--- src/rtl/pran_mailbox_responder.sv ---
// pran_mailbox_responder
//
// Memory-mapped mailbox that sits beside data memory in pran_riscv_cpu.
// The host loads argument words while the CPU is held in reset, then starts
// the run. The CPU signals completion by storing 1 to the DONE word. The
// result word is latched at that moment, and the host reads it back.
//
// Optional feature: define MBOX_WATCHDOG_EN to abort a run that reaches
// WDOG_LIMIT RUN cycles without a DONE write. The run then ends in TIMEOUT.
//
// Ports
//   clk, reset        rising-edge clock, synchronous active-high reset
//   host_we/idx/wdata host word write, accepted only in IDLE
//   host_rdata        combinational read of word[host_idx]
//   host_start        pulse, IDLE -> RUN
//   host_ack          pulse, DONE/TIMEOUT -> IDLE
//   MemWrite/DataAdr/WriteData  CPU store port
//   mbox_hit          DataAdr is word-aligned and inside the window
//   mbox_rdata        combinational word[DataAdr[4:2]] for CPU loads
//   cpu_reset         registered reset to the CPU core
//   busy/done/timeout one-hot view of RUN/DONE/TIMEOUT
//   result            word[RESULT_IDX], latched on DONE entry
//   run_cycles        saturating count of RUN cycles
//
// Handshake: host_start and host_ack are single-cycle pulses. Each pulse is
// sampled at exactly one rising edge and takes effect only in the state that
// accepts it; a pulse that arrives in any other state is dropped, not queued.
// The busy, done and timeout outputs report the state the pulse produced.

module pran_mailbox_responder #(
  parameter logic [31:0] MBOX_BASE  = 32'h02000000,
  parameter int unsigned RESULT_IDX = 1,
  parameter int unsigned DONE_IDX   = 2,
  parameter logic [31:0] WDOG_LIMIT = 32'd100000
) (
  input  logic        clk,
  input  logic        reset,
  input  logic        host_we,
  input  logic [2:0]  host_idx,
  input  logic [31:0] host_wdata,
  output logic [31:0] host_rdata,
  input  logic        host_start,
  input  logic        host_ack,
  input  logic        MemWrite,
  input  logic [31:0] DataAdr,
  input  logic [31:0] WriteData,
  output logic        mbox_hit,
  output logic [31:0] mbox_rdata,
  output logic        cpu_reset,
  output logic        busy,
  output logic        done,
  output logic        timeout,
  output logic [31:0] result,
  output logic [31:0] run_cycles
);

  localparam logic [2:0] RES_I  = 3'(RESULT_IDX);
  localparam logic [2:0] DONE_I = 3'(DONE_IDX);

  typedef enum logic [1:0] {
    S_IDLE    = 2'd0,
    S_RUN     = 2'd1,
    S_DONE    = 2'd2,
    S_TIMEOUT = 2'd3
  } state_t;

  state_t      state_q, state_d;
  logic        cpu_reset_q, cpu_reset_d;
  logic [31:0] result_q, result_d;
  logic [31:0] run_cycles_q, run_cycles_d;
  logic [31:0] word_q [8];

  // Word write request. There is one write port because only one side
  // (host in IDLE, CPU in RUN) is allowed to write in any given state.
  logic        wr_en;
  logic [2:0]  wr_idx;
  logic [31:0] wr_data;
  logic        clr_done;

  logic [2:0]  cpu_idx;
  logic        done_store;
  logic [31:0] run_inc;

  assign cpu_idx    = DataAdr[4:2];
  assign mbox_hit   = (DataAdr[31:5] == MBOX_BASE[31:5]) && (DataAdr[1:0] == 2'b00);
  assign mbox_rdata = word_q[cpu_idx];
  assign host_rdata = word_q[host_idx];

  assign done_store = MemWrite && mbox_hit && (cpu_idx == DONE_I) && (WriteData == 32'd1);
  assign run_inc    = (run_cycles_q == 32'hFFFF_FFFF) ? run_cycles_q : run_cycles_q + 32'd1;

  // Next-state and datapath control
  always_comb begin
    state_d      = state_q;
    cpu_reset_d  = cpu_reset_q;
    result_d     = result_q;
    run_cycles_d = run_cycles_q;
    wr_en        = 1'b0;
    wr_idx       = host_idx;
    wr_data      = host_wdata;
    clr_done     = 1'b0;
    case (state_q)
      S_IDLE: begin
        cpu_reset_d = 1'b1;
        // A write and a start in the same cycle both take effect.
        if (host_we) wr_en = 1'b1;
        if (host_start) begin
          run_cycles_d = 32'd0;
          cpu_reset_d  = 1'b0;
          state_d      = S_RUN;
        end
      end
      S_RUN: begin
        run_cycles_d = run_inc;
        if (MemWrite && mbox_hit) begin
          wr_en   = 1'b1;
          wr_idx  = cpu_idx;
          wr_data = WriteData;
        end
        if (done_store) begin
          // The result word may be the DONE word itself, and that word is
          // being written on this edge. Take the store data in that case.
          result_d    = (RES_I == DONE_I) ? WriteData : word_q[RES_I];
          cpu_reset_d = 1'b1;
          state_d     = S_DONE;
        end
`ifdef MBOX_WATCHDOG_EN
        // A DONE store on the limit cycle wins. The branch above takes it.
        else if (run_inc >= WDOG_LIMIT) begin
          result_d    = 32'hDEAD_BEEF;
          cpu_reset_d = 1'b1;
          state_d     = S_TIMEOUT;
        end
`endif
      end
      S_DONE, S_TIMEOUT: begin
        cpu_reset_d = 1'b1;
        if (host_ack) begin
          clr_done = 1'b1;
          state_d  = S_IDLE;
        end
      end
      default: begin
        cpu_reset_d = 1'b1;
        state_d     = S_IDLE;
      end
    endcase
  end

  always_ff @(posedge clk) begin
    if (reset) begin
      state_q      <= S_IDLE;
      cpu_reset_q  <= 1'b1;
      result_q     <= 32'd0;
      run_cycles_q <= 32'd0;
      for (int i = 0; i < 8; i++) word_q[i] <= 32'd0;
    end else begin
      state_q      <= state_d;
      cpu_reset_q  <= cpu_reset_d;
      result_q     <= result_d;
      run_cycles_q <= run_cycles_d;
      if (wr_en)    word_q[wr_idx] <= wr_data;
      if (clr_done) word_q[DONE_I] <= 32'd0;
    end
  end

  assign cpu_reset  = cpu_reset_q;
  assign result     = result_q;
  assign run_cycles = run_cycles_q;
  assign busy       = (state_q == S_RUN);
  assign done       = (state_q == S_DONE);

`ifdef MBOX_WATCHDOG_EN
  assign timeout = (state_q == S_TIMEOUT);
`else
  assign timeout = 1'b0;
  logic unused_wdog;
  assign unused_wdog = ^WDOG_LIMIT;
`endif

endmodule

--- config.mk ---
export PLATFORM = sky130hd
export DESIGN_NAME = pran_mailbox_responder
export DESIGN_NICKNAME = d
export VERILOG_FILES = /design/src/rtl/pran_mailbox_responder.sv
export SDC_FILE = /design/constraint.sdc
export NUM_CORES = 1
export LEC_CHECK = 0
export CAP_MARGIN = 20
export CELL_PAD_IN_SITES_DETAIL_PLACEMENT = 0
export CELL_PAD_IN_SITES_GLOBAL_PLACEMENT = 1
export CORE_ASPECT_RATIO = 0.8
export CORE_UTILIZATION = 48
export DETAILED_ROUTE_END_ITERATION = 12
export PLACE_DENSITY = 0.93
export SYNTH_ARGS = -nofsm -noshare
export SYNTH_HDL_FRONTEND = slang
export SYNTH_SLANG_ARGS = --single-unit
--- constraint.sdc ---
create_clock -name clk -period 6.05 [get_ports clk]
set_input_delay 0.9075 -clock clk [delete_from_list [all_inputs] [get_ports clk]]
set_output_delay 0.9075 -clock clk [all_outputs]
set_load 0.02 [all_outputs]
# Word-level counts from Yosys, hierarchy flattened
# Memory sizes are Yosys's and may differ from the RTL's. A register that Yosys moved wholly into a read port is not among the register bits.
# Cells that the tools add are included.
[totals]
register_bits = 35
latchBits = 0
ramBits = 256
mem_bits_ro = 0
inputBits = 105
output_inout_bits = 133
elab_cells = 60
mem_count = 1
[op_classes]
addsub = 1
multipliers = 0
div_mod_pow = 0
n_lt_le_gt_ge = 0
n_eq_ne = 11
n_shift = 0
n_mux = 31
bitwise = 1
n_reduce_logical = 12
[mem_list]
columns = ["memory", "words", "width", "rd", "rd_clocked_by_memory_dff", "write_ports", "line", "source"]
rows = [
  ["word_q", 8, 32, 3, 1, 8, "71", "logic [31:0] word_q [8];"],
]
[ops]
columns = ["operator", "n"]
rows = [
  ["32-bit two-way mux", 6],
  ["32-bit case mux with 2 select lines", 1],
  ["32-bit by 1-bit adder with 32-bit output, second input constant", 1],
  ["32-bit by 1-bit equality test with 1-bit output, second input constant", 1],
  ["32-bit equality test, second input constant", 1],
  ["32-bit OR reduction", 1],
  ["27-bit by 21-bit equality test with 1-bit output, second input constant", 1],
  ["1-bit two-way mux", 15],
  ["3-bit two-way mux", 3],
  ["2-bit two-way mux", 3],
  ["2-bit inequality test, second input constant", 3],
  ["2-bit case mux with 3 select lines", 1],
  ["3-bit AND reduction", 2],
  ["2-bit equality test, second input constant", 2],
  ["1-bit logical AND", 4],
  ["2-bit logical NOT", 2],
  ["3-bit by 2-bit equality test with 1-bit output, second input constant", 1],
  ["1-bit case mux with 3 select lines", 1],
  ["2-bit by 1-bit equality test with 1-bit output, second input constant", 1],
  ["2-bit by 1-bit inequality test with 1-bit output, second input constant", 1],
  ["1-bit case mux with 2 select lines", 1],
  ["2-bit AND reduction", 1],
  ["2-bit nonzero test", 1],
  ["2-bit OR reduction", 1],
  ["1-bit OR", 1],
]

# Longest topological paths before layout
# Gate-level depths: netlist of run 1.
[depth]
ltp_word = 10
mapped_depth = 9
depth_no_buf = 6

# Worst setup path after synthesis of run 1
# OpenSTA, ideal clock, no wires.
[synth_path]
path_type = "in2out"
startpoint = "input host_idx[1]"
endpoint = "output host_rdata[10]"
t_arrival_ns = 2.579
required_time_ns = 5.142
slack_ns = 2.564
stages = 4
path_buffers = 2
path_cell_list = "buf_2 > buf_1 > mux4_2 > mux2_2"
[synth_via]
elab_chain_cells = 1
[synth_rtl]
columns = ["item", "line", "source"]
rows = [
  ["start: declaration", "39", "input logic [2:0] host_idx,"],
  ["memory read 8 x 32 bit", "n/a", ""],
  ["end: declaration", "41", "output logic [31:0] host_rdata,"],
]
# Every way passes these cells.

# Worst setup path in the final report of run 1
[layout_path]
startpoint = "input DataAdr[3]"
endpoint = "output mbox_rdata[26]"
[layout_via]
elab_chain_cells = 1
[layout_rtl]
columns = ["item", "line", "source"]
rows = [
  ["start: declaration", "45", "input logic [31:0] DataAdr,"],
  ["memory read 8 x 32 bit", "n/a", ""],
  ["end: declaration", "48", "output logic [31:0] mbox_rdata,"],
]
# Every way passes these cells.

==> results by group, run 1 <==
Run status
  • Status: complete, no violations

Drt
  • Routed Antenna Nets: 0
  • Drc violations: 0
  • DR WL/cell: about 26 microns
  • Total number of vias: ~12000
  • Final Routed Wirelength: 49500 microns
  • Vias/cell: 6.39
  • 1st-iter DRT viols: 1361
  • DR pass1 iterations: 5

Floorplan
  • Die Span Y: 167 microns
  • Die area: about 35000 sq um
  • Core region area: 33600 sq um
  • Rows: 60
  • Ports: around 240
  • Die X: approximately 210 microns
  • Starting density of the core: 48.7%

Finish
  • Seq. cell area: between 9000 and 10000 sq um
  • Synthesis-to-finish area growth: 25.1%
  • Multi-input gate area: 7060 sq um
  • Fin area: around 20000 sq um
  • # fillers: between 2000 and 3000
  • Layout cells sized above 1: 20.4%
  • Nets: 1547

CTS
  • Clock-pin transition on the worst setup and hold timing paths: ~0.060 ns
  • Clock sink total: 323
  • Longest Clk Path Bufs: 3
  • Clock latency on the worst-skew pair: 0.56 ns
  • Num CTS Buffers: 35
  • CTS tree: yes
  • Post_cts resized: 0
  • Post-CTS Setup Bufs: 0
  • Hold-fix buffers, CTS: 0
  • Root buf cell: clkbuf_16
  • H-tree levels: 2

Synthesis
  • Most common cell in the netlist: nor2_1
  • Synth cell types: 51
  • Async S/R FF share, synth: 0%
  • Sequential share of the synthesized area: 55.2%
  • Most used flip-flop cell after synthesis: edfxtp_1
  • Yosys warns: 0
  • Syn nets: 1342
  • Post-Syn Instances: 1236
  • Number of synthesized register bits: 323
  • Mapped Area: 16400 sq um
  • Synth area leader: edfxtp_1
  • Largest cells by area after synthesis: edfxtp_1 47%, mux4_2 18%, dfxtp_1 8.2%
  • Syn avg cell area: 13.2 sq um
  • Number of synthesized flops with an enable pin: about 260
  • Share of the synthesized area in the top cell type: roughly 47%
  • Commonest cells in the netlist: 277 x nor2_1, 256 x edfxtp_1, 128 x mux4_2, 67 x clkbuf_1, 67 x dfxtp_1

Global routing
  • Met3 Track Usage GR: 7.67%
  • Initial antenna violation count: 1
  • Largest net degree at the start of global routing: 83
  • Tot GR Track Use: 28.7%
  • First-pass GRT wire length: approximately 75000 microns
  • GRT busiest layer: met2
  • Grt total ovfl: 0
  • Vias in the first global route: between 10000 and 15000
  • Met2 GRT Util: 46.4%
  • Met1 Track Usage GR: 38.0%

Place
  • IO buf count: around 240
  • Gpl congestion: 0.792
  • DP Area: 19200 sq um
  • Post-DP HPWL: 30200 microns

Power and ir drop
  • LEAKAGE: 6.93 nW
  • Power Density: ~260 nW/um^2
  • Peak VDD IR: roughly 0.00019 V

Worst setup path
  • Critical Path RT: 5.14 ns
  • R2R Path Start: state_q[0]$_SDFFE_PP0P_
  • Setup crit start: DataAdr[3]
  • R2R Setup Slk: 2.61 ns
  • Crit path launch type: input port
  • Kind of critical path: in2out
  • End of the critical path: mbox_rdata[26]
  • CP arrival: around 3.6 ns
  • Worst-path maximum fanout: 51
  • Worst R2R End: word_q[4][31]$_SDFFCE_PN0P_
  • Crit end category: primary output
  • R2R depth: 5

Timing
  • Setup violators final: 0
  • Post-route clock skew: 0.0324 ns
  • RSZ-0062 raised after global routing: no
  • Fmax achieved: 224 MHz
  • Final hold violations: 0
  • Setup_tns: 0 ns
  • Tmin final: 4.46 ns
  • Worst rel slew slack: 22.9%
  • Slew @ Worst Pin: between 1 and 1.5 ns
  • Slew Limit Fails: 0
  • Final period util: around 74%

Run
  • Max Cap Viol: 0

Worst hold path
  • Hold crit path type: reg2reg
[logic make-up after synthesis]
| kind of cell | after synthesis | synth area share [%] |
|---|---|---|
| other | 1 | 0.0229 |
| multiplexers | 224 | 24.0 |
| XOR/XNOR | 1 | 0.0536 |
| adder cells (fa/ha/maj) | 1 | 0.0765 |
| AO/OA/AOI/OAI | 110 | 3.87 |
| AND/OR/NAND/NOR | 471 | 14.2 |
| buffers and inverters | 105 | 2.56 |
| flip-flops | 323 | 55.2 |
[sequential cells by signal (all words and copies together) (netlist names)]
name / count
result: 32
run_cycles: 32
state_q: 2
cpu_reset: 1
word_q: 256
[metal layers]
metal / share of wire [%] / wire length (microns) / vias to the layer above
met4: 2.3 / 1140 / 0
met1: 38 / 18700 / 6082
met5: 0 / 0 / -
li1: - / - / 5180
met2: 48 / 23500 / 800
met3: 12 / 6140 / 99
[report_power, final]
part           internal, mW  leakage (nW)  switching (mW)
Clock                  1.27         0.563           0.913
Combinational         0.326          3.15           0.343
Sequential             2.47          3.21          0.0438
[worst max-delay path: stages]
cell and delay (ns):
buf_4 0.69, buf_4 0.50, mux4_2 0.56, mux2_2 0.30, clkdlybuf4s50_1 0.54
[worst min path at each step]
| stage | start | end | slack (ns) | cells past startpoint |
|---|---|---|---|---|
| 6_report | result[6]$_SDFFE_PP0P_ | result[6]$_SDFFE_PP0P_ | 0.47 | 2 |
| 5_1_grt | result[22]$_SDFFE_PP0P_ | result[22]$_SDFFE_PP0P_ | 0.49 | 2 |
| 4_1_cts | result[6]$_SDFFE_PP0P_ | result[6]$_SDFFE_PP0P_ | 0.47 | 2 |
| 3_5_place_dp | result[21]$_SDFFE_PP0P_ | result[21]$_SDFFE_PP0P_ | 0.46 | 2 |
| 3_3_place_gp | result[21]$_SDFFE_PP0P_ | result[21]$_SDFFE_PP0P_ | 0.46 | 2 |
| 2_1_floorplan | word_q[1][0]$_SDFFCE_PN0P_ | result[0]$_SDFFE_PP0P_ | 0.51 | 2 |
[metrics by stage]
| stage | total power [mW] | hold slack, ns | setup WS, ns | util, % | std cells |
|---|---|---|---|---|---|
| final | 5.36 | 0.471 | 1.59 | 60.9 | 1903 |
| after floorplan | 2.91 | 0.511 | 2.56 | - | 1236 |
| after CTS | 5.37 | 0.475 | 1.58 | 60.8 | 1899 |
| after global routing | 5.50 | 0.491 | 1.48 | 60.9 | 1902 |
| after detailed placement | 3.22 | 0.462 | 1.59 | 57.3 | 1835 |
| after global placement | 3.20 | 0.462 | 1.61 | 57.2 | 1832 |
[placed cells by master (no fill, tap or decap), types with 15 or more instances in the layout]
master and instances:
nand4b_1 32, mux2_2 64, mux4_2 128, buf_4 27
nand2b_1 38, clkdlybuf4s50_1 229, nor2_1 277, or3_1 17
mux2i_1 32, nor4_1 15, edfxtp_1 256, clkbuf_16 35
o21ai_0 52, a21oi_1 29, nand2_1 18, dfxtp_1 67
[cell type report]
class,count,share of cell area (%)
repair buffers,265,12.9
clock buffers,45,4.52
inverters,8,0.147
diodes,1,0.0122
flip-flops and latches,323,44.2
well taps,434,2.66
clock inverters,19,1.16
multi-input cells,808,34.5
(Power assumes the default switching activity.)
==> run 2, diff against run 1 <==
--- a/config.mk
+++ b/config.mk
@@ -9,9 +9,9 @@
 export CELL_PAD_IN_SITES_DETAIL_PLACEMENT = 0
 export CELL_PAD_IN_SITES_GLOBAL_PLACEMENT = 1
 export CORE_ASPECT_RATIO = 0.8
-export CORE_UTILIZATION = 48
+export CORE_UTILIZATION = 41
 export DETAILED_ROUTE_END_ITERATION = 12
-export PLACE_DENSITY = 0.93
+export PLACE_DENSITY = 0.86
 export SYNTH_ARGS = -nofsm -noshare
 export SYNTH_HDL_FRONTEND = slang
 export SYNTH_SLANG_ARGS = --single-unit
==> constraint.sdc (replaced) <==
create_clock -name clk -period 3.76 [get_ports clk]
set_input_delay 0.564 -clock clk [delete_from_list [all_inputs] [get_ports clk]]
set_output_delay 0.564 -clock clk [all_outputs]
set_load 0.02 [all_outputs]
==> run 2 against run 1 <==
Net effect: flip-flop and latch count is the same; non-clock buffer count is 60 higher; largest cell class unchanged; register-to-register slack lost 1.6 ns; combinational power increased by 70%; clock skew fell by 0.0085 ns; cell area increased by 3.5%; setup slack got worse by 1.1 ns; core utilization down 7.2 points; power is 60% higher; highest routed layer unchanged; critical endpoint is now mbox_rdata[9]; sequential share of layout area down 1.5 points.
==> results by group, run 2 (synthesized netlist as in run 1, its figures left out) <==
Drt
  • Vias/cell: 5.92 (-7.3%)
  • DR WL/cell: 23.8 microns (-8.5%)
  • Routed Antenna Nets: 0 (unchanged)
  • DR pass1 iterations: 5 (unchanged)
  • Final Routed Wirelength: 49200 microns (-0.63%)
  • 1st-iter DRT viols: 1369 (+0.59%)
  • Drc violations: 0 (unchanged)
  • Total number of vias: 12237 (+0.62%)

CTS
  • Longest Clk Path Bufs: 3 (unchanged)
  • Post-CTS Setup Bufs: 0 (unchanged)
  • Num CTS Buffers: 36 (+2.9%)
  • Clock latency on the worst-skew pair: 0.54 ns (-0.02 ns)
  • Clock-pin transition on the worst setup and hold timing paths: 0.06 ns (about the same)
  • CTS tree: yes
  • Post_cts resized: 0 (unchanged)
  • Hold-fix buffers, CTS: 0 (unchanged)
  • Clock sink total: 323 (unchanged)
  • Root buf cell: clkbuf_16
  • H-tree levels: 2 (unchanged)

Finish
  • Layout cells sized above 1: 23.6% (+3.2 points)
  • Biggest register: word_q
  • Max reg flops: 256 (unchanged)
  • Ant. Diodes: 0 (-1)
  • Nets: 1608 (+3.9%)
  • Multi-input gate area: 7050 sq um (about the same)
  • Most common cell after layout, fill and taps aside: nor2_1
  • # fillers: 3283 (+27%)
  • Commonest cells after routing, fill and taps aside: 277 x nor2_1, 256 x edfxtp_1, 229 x clkdlybuf4s50_1, 128 x mux4_2, 75 x buf_4
  • Synthesis-to-finish area growth: 29.5%
  • Seq. cell area: 9030 sq um (unchanged)
  • Final instance count without filler cells: 2066 (+8.6%)

Worst setup path
  • Cell repeated most along the worst path: buf_4
  • Cell family contributing the most delay on the critical path: buffers and inverters
  • Kind of critical path: in2out
  • Critical path's slowest cell: clkdlybuf4s50_1
  • CP arrival: 2.71 ns (-0.84 ns)
  • Bufs and invs on worst path: 3 (unchanged)
  • Slowest Stage Delay on Critical Path: 0.55 ns (-0.14 ns)
  • Crit path launch type: input port
  • Cells along the critical path: buf_4 > buf_4 > mux4_2 > mux2_2 > clkdlybuf4s50_1
  • Worst-path maximum fanout: 25 (-51%)
  • Crit end category: primary output
  • Critical Path RT: 3.20 ns (-1.94 ns)

Place
  • Post-DP HPWL: 32700 microns (+8.1%)
  • Gpl congestion: 0.793 (about the same)
  • Placed Cells: 2000 (+9.0%)
  • Pre-CTS worst setup slack: 0.285 ns (-1.31 ns)
  • IO buf count: 236 (unchanged)

Power and ir drop
  • Switching Share: 24.4% (+0.11 points)
  • P_sw: 2.09 mW (+61%)
  • Clock power share: 39.9% (-0.8 points)
  • Combinational share of power: 13.2% (+0.7 points)
  • Internal: 6.50 mW (+60%)
  • Peak VDD IR: 0.000367 V (+89%)
  • Power Density: 406 nW/um^2 (+55%)
  • Power Total: 8.60 mW (+60%)
  • LEAKAGE: 7.27 nW (+4.9%)
  • Reg power frac: 46.9% (about the same)

Global routing
  • Grt total ovfl: 0 (unchanged)
  • Tot GR Track Use: 24.0% (-4.7 points)
  • First-pass GRT wire length: 73200 microns (-2.2%)
  • Vias in the first global route: 11976 (-3.9%)
  • Initial antenna violation count: 0 (-1)
  • Largest net degree at the start of global routing: 53 (-36%)

Timing
  • WHS: 0.478 ns (+0.00627 ns)
  • Tmin final: 3.27 ns
  • Slew @ Worst Pin: 1.15 ns (-0.00415 ns)
  • RSZ-0062 raised after global routing: no
  • Setup_tns: 0 ns (unchanged)
  • Final hold violations: 0 (unchanged)
  • Worst rel slew slack: 23.2% (+0.28 points)
  • Setup violators final: 0 (unchanged)
  • Slew Limit Fails: 0 (unchanged)
  • Setup ws final: 0.489 ns (-1.10 ns)
  • Final period util: 87.0%
  • Post-route clock skew: 0.0239 ns (-0.00851 ns)
  • Fmax achieved: 306 MHz

Worst hold path
  • Hold crit path type: reg2reg

Floorplan
  • Core region area: 39400 sq um (+17%)
  • Rows: 65 (+8.3%)
  • Die Span Y: 181 microns (+8.1%)
  • Die area: 40700 sq um (+17%)
  • Die X: 225 microns (+8.1%)
  • Starting density of the core: 41.5% (-7.2 points)
  • Ports: 238 (unchanged)

Run status
  • Status: complete, no violations

Run
  • Max Cap Viol: 0 (unchanged)
[run 2: worst paths after layout]
kind / from / end / slack [ns] / depth (start not counted)
max: DataAdr[2] / mbox_rdata[9] / 0.49 / 5
min: result[25]$_SDFFE_PP0P_ / result[25]$_SDFFE_PP0P_ / 0.48 / 2
max reg2reg: state_q[0]$_SDFFE_PP0P_ / word_q[2][2]$_SDFFCE_PN0P_ / 1.04 / 8
min reg2reg: result[25]$_SDFFE_PP0P_ / result[25]$_SDFFE_PP0P_ / 0.48 / 2
[run 2: power groups by stage]
stage / sequential [mW] / clock [mW] / combinational, mW
after CTS: 4.03 / 3.47 / 1.14
after floorplan: 4.08 / 0 / 0.600
after global placement: 4.09 / 0 / 1.12
final: 4.03 / 3.43 / 1.14
after detailed placement: 4.11 / 0 / 1.13
after global routing: 4.04 / 3.60 / 1.19
[run 2: metrics by stage]
stage                     utilization, %  instance area, sq um
final                               53.8                 21200
after global placement              50.8                 20000
after CTS                           53.8                 21200
after detailed placement            50.8                 20000
after floorplan                        -                 16400
after global routing                53.8                 21200
[run 2: metal layers]
layer  GRT usage, %  vias to the layer above  share of wire, %
li1               -                     5298                 -
met1           32.8                     6106                39
met2           37.5                      727                47
met3           6.05                      106                11
met4           7.62                        0               2.8
met5              0                        -                 0
[run 2: final cells by class]
class | count | area share [%]
Multi-Input combinational cell | 808 | 33.3
Inverter | 8 | 0.142
Clock inverter | 10 | 0.455
Sequential cell | 323 | 42.7
Timing Repair Buffer | 325 | 15.3
Clock buffer | 56 | 4.99
Tap cell | 536 | 3.17
[run 2: worst register-to-register path, cell delays in order (launching register included)]
cell     delay, ns
dfxtp_1       0.55
nor2b_1       0.33
nand2_1       0.13
nor3_2        0.27
buf_12        0.29
buf_12        0.27
mux2i_1       0.36
buf_4         0.22
nor2_1        0.05
==> run 3, diff against run 2 <==
--- a/config.mk
+++ b/config.mk
@@ -11,7 +11,7 @@
 export CORE_ASPECT_RATIO = 0.8
 export CORE_UTILIZATION = 41
 export DETAILED_ROUTE_END_ITERATION = 12
-export PLACE_DENSITY = 0.86
+export PLACE_DENSITY = 0.9
 export SYNTH_ARGS = -nofsm -noshare
 export SYNTH_HDL_FRONTEND = slang
 export SYNTH_SLANG_ARGS = --single-unit
==> run 3 against run 2 <==
Net effect: hold slack worse by 0.079 ns; register-to-register slack worse by 0.19 ns; critical path type unchanged; clock skew is 0.0088 ns higher; core utilization is 0.17 points higher; routed wire length is 3.3% higher; via count is 0.73% higher; maximum frequency is 1.2% lower; combinational power hardly changed; global-route usage is 0.96 points higher; non-clock buffer count stayed put; cell count is 0.15% lower.
==> results by group, run 3 (synthesized netlist as in run 1, its figures left out) <==
Run status
  • Status: complete, no violations

Timing
  • RSZ-0062 raised after global routing: no
  • Setup ws final: 0.449 ns (-0.0401 ns)
  • Tmin final: 3.31 ns (+0.0401 ns)
  • Post-route clock skew: 0.0327 ns (+0.00876 ns)
  • Fmax achieved: 302 MHz (-1.2%)
  • Slew Limit Fails: 0 (unchanged)
  • Final period util: 88.1% (+1.1 points)
  • Setup_tns: 0 ns (unchanged)
  • Setup violators final: 0 (unchanged)
  • Final hold violations: 0 (unchanged)
  • Slew @ Worst Pin: 0.900 ns (-0.252 ns)
  • Worst rel slew slack: 39.5% (+16 points)

Place
  • Gpl congestion: 0.831 (+4.8%)
  • Post-DP HPWL: 33500 microns (+2.4%)
  • Pre-CTS worst setup slack: 0.380 ns (+0.0954 ns)
  • IO buf count: 236 (unchanged)

Drt
  • WL met3: 5940 microns (+6.6%)
  • Vias/cell: 5.97 (+0.87%)
  • Met2 wire len: 23800 microns (+3.6%)
  • Total number of vias: 12326 (+0.73%)
  • DR pass1 iterations: 5 (unchanged)
  • M1 wire length: 19800 microns (+2.8%)
  • 1st-iter DRT viols: 1373 (+0.29%)
  • DR WL/cell: 24.6 microns (+3.5%)
  • Final Routed Wirelength: 50800 microns (+3.3%)
  • Highest routed metal layer: met4
  • Routed Antenna Nets: 0 (unchanged)
  • Drc violations: 0 (unchanged)

CTS
  • Num CTS Buffers: 35 (-2.8%)
  • Root buf cell: clkbuf_16
  • Post-CTS Setup Bufs: 0 (unchanged)
  • H-tree levels: 2 (unchanged)
  • Clock latency on the worst-skew pair: 0.54 ns (about the same)
  • Post_cts resized: 0 (unchanged)
  • Clock-pin transition on the worst setup and hold timing paths: 0.05 ns (about the same)
  • Longest Clk Path Bufs: 3 (unchanged)
  • Hold-fix buffers, CTS: 0 (unchanged)
  • CTS tree: yes
  • Clock sink total: 323 (unchanged)

Worst setup path
  • R2R depth: 8 (unchanged)
  • Crit end category: primary output
  • Critical Path RT: 3.20 ns (about the same)
  • Kind of critical path: in2out
  • Worst-path maximum fanout: 29 (+16%)
  • CP arrival: 2.75 ns (+0.04 ns)
  • Worst R2R End: word_q[5][5]$_SDFFCE_PN0P_
  • R2R Path Start: state_q[0]$_SDFFE_PP0P_
  • Crit path launch type: input port
  • R2R Setup Slk: 0.85 ns (-0.19 ns)

Global routing
  • Vias in the first global route: 12491 (+4.3%)
  • First-pass GRT wire length: 76000 microns (+3.9%)
  • Tot GR Track Use: 25.0% (+0.96 points)
  • Largest net degree at the start of global routing: 74 (+40%)
  • Grt total ovfl: 0 (unchanged)
  • Initial antenna violation count: 0 (unchanged)

Finish
  • Ant. Diodes: 0 (unchanged)
  • Nets: 1607 (-0.062%)
  • Most common cell after layout, fill and taps aside: nor2_1
  • Layout cells sized above 1: 23.5% (-0.085 points)
  • Synthesis-to-finish area growth: 29.8%
  • Biggest register: word_q
  • Max reg flops: 256 (unchanged)
  • Commonest cells after routing, fill and taps aside: 277 x nor2_1, 256 x edfxtp_1, 229 x clkdlybuf4s50_1, 128 x mux4_2, 72 x buf_4

Floorplan
  • Starting density of the core: 41.5% (unchanged)
  • Die area: 40700 sq um (unchanged)
  • Ports: 238 (unchanged)
  • Core region area: 39400 sq um (unchanged)
  • Die X: 225 microns (unchanged)
  • Die Span Y: 181 microns (unchanged)
  • Rows: 65 (unchanged)

Worst hold path
  • Hold path start: reset
  • Hold EP: state_q[1]$_SDFFE_PP0P_
  • Hold Crit Depth: 2 (unchanged)
  • Hold crit path type: in2reg

Run
  • Max Cap Viol: 0 (unchanged)

Power and ir drop
  • LEAKAGE: 7.30 nW (+0.44%)
  • Power Density: 414 nW/um^2 (+2.0%)
  • Peak VDD IR: 0.000238 V (-35%)
-- run 3: changes by cell type in the layout (fill, tap and decap cells not counted), moves of 2 or more --
| cell | before | now |
|---|---|---|
| clkinv_1 | 0 | 5 |
| clkbuf_1 | 13 | 7 |
| clkbuf_8 | 6 | 0 |
| buf_4 | 75 | 72 |
| bufinv_16 | 0 | 6 |
| buf_12 | 18 | 20 |
| clkinv_4 | 0 | 2 |
-- run 3: how the worst max path moves through the flow --
stage,start,to,slack (ns),cells after the start
2_1_floorplan,state_q[0]$_SDFFE_PP0P_,word_q[2][0]$_SDFFCE_PN0P_,0.83,8
3_3_place_gp,DataAdr[27],word_q[5][5]$_SDFFCE_PN0P_,0.44,9
3_5_place_dp,DataAdr[11],word_q[5][5]$_SDFFCE_PN0P_,0.38,9
4_1_cts,DataAdr[2],mbox_rdata[11],0.44,5
5_1_grt,DataAdr[2],mbox_rdata[11],0.36,5
6_report,DataAdr[2],mbox_rdata[11],0.45,5
-- run 3: per-layer routing --
metal  up-vias  track usage (%)
li1       5285                -
met4         0             7.16
met2       793             39.2
met1      6150             34.0
met3        98             6.73
met5         -                0
-- run 3: power breakdown --
group	leakage, nW	switching, mW	internal (mW)
Clock	0.580	1.44	2.18
Sequential	3.21	0.0717	3.97
Combinational	3.51	0.564	0.574
Total	7.30	2.07	6.72
-- run 3: critical path, stage by stage --
cell	delay, ns
buf_4	0.43
buf_12	0.30
mux4_2	0.53
mux2_2	0.29
clkdlybuf4s50_1	0.57
-- run 3: metrics by stage --
step                      std cells  area (sq um)  utilization (%)  power (mW)  hold WS [ns]
after floorplan                1236         16400                -        4.68         0.511
after global placement         1999         20000             50.9        5.22         0.463
after detailed placement       1999         20000             50.9        5.25         0.464
after CTS                      2062         21200             53.9        8.84         0.375
after global routing           2063         21200             53.9        9.05         0.413
final                          2063         21200             53.9        8.79         0.398
-- run 3: layout make-up --
type                       instances  area [sq um]
clock buffer                      43           927
clock inverter                    20           269
fill                            3280         18100
inverter                           8          30.0
multi-input combinational        808          7050
sequential                       323          9030
tap                              536           671
timing repair buffer             325          3250
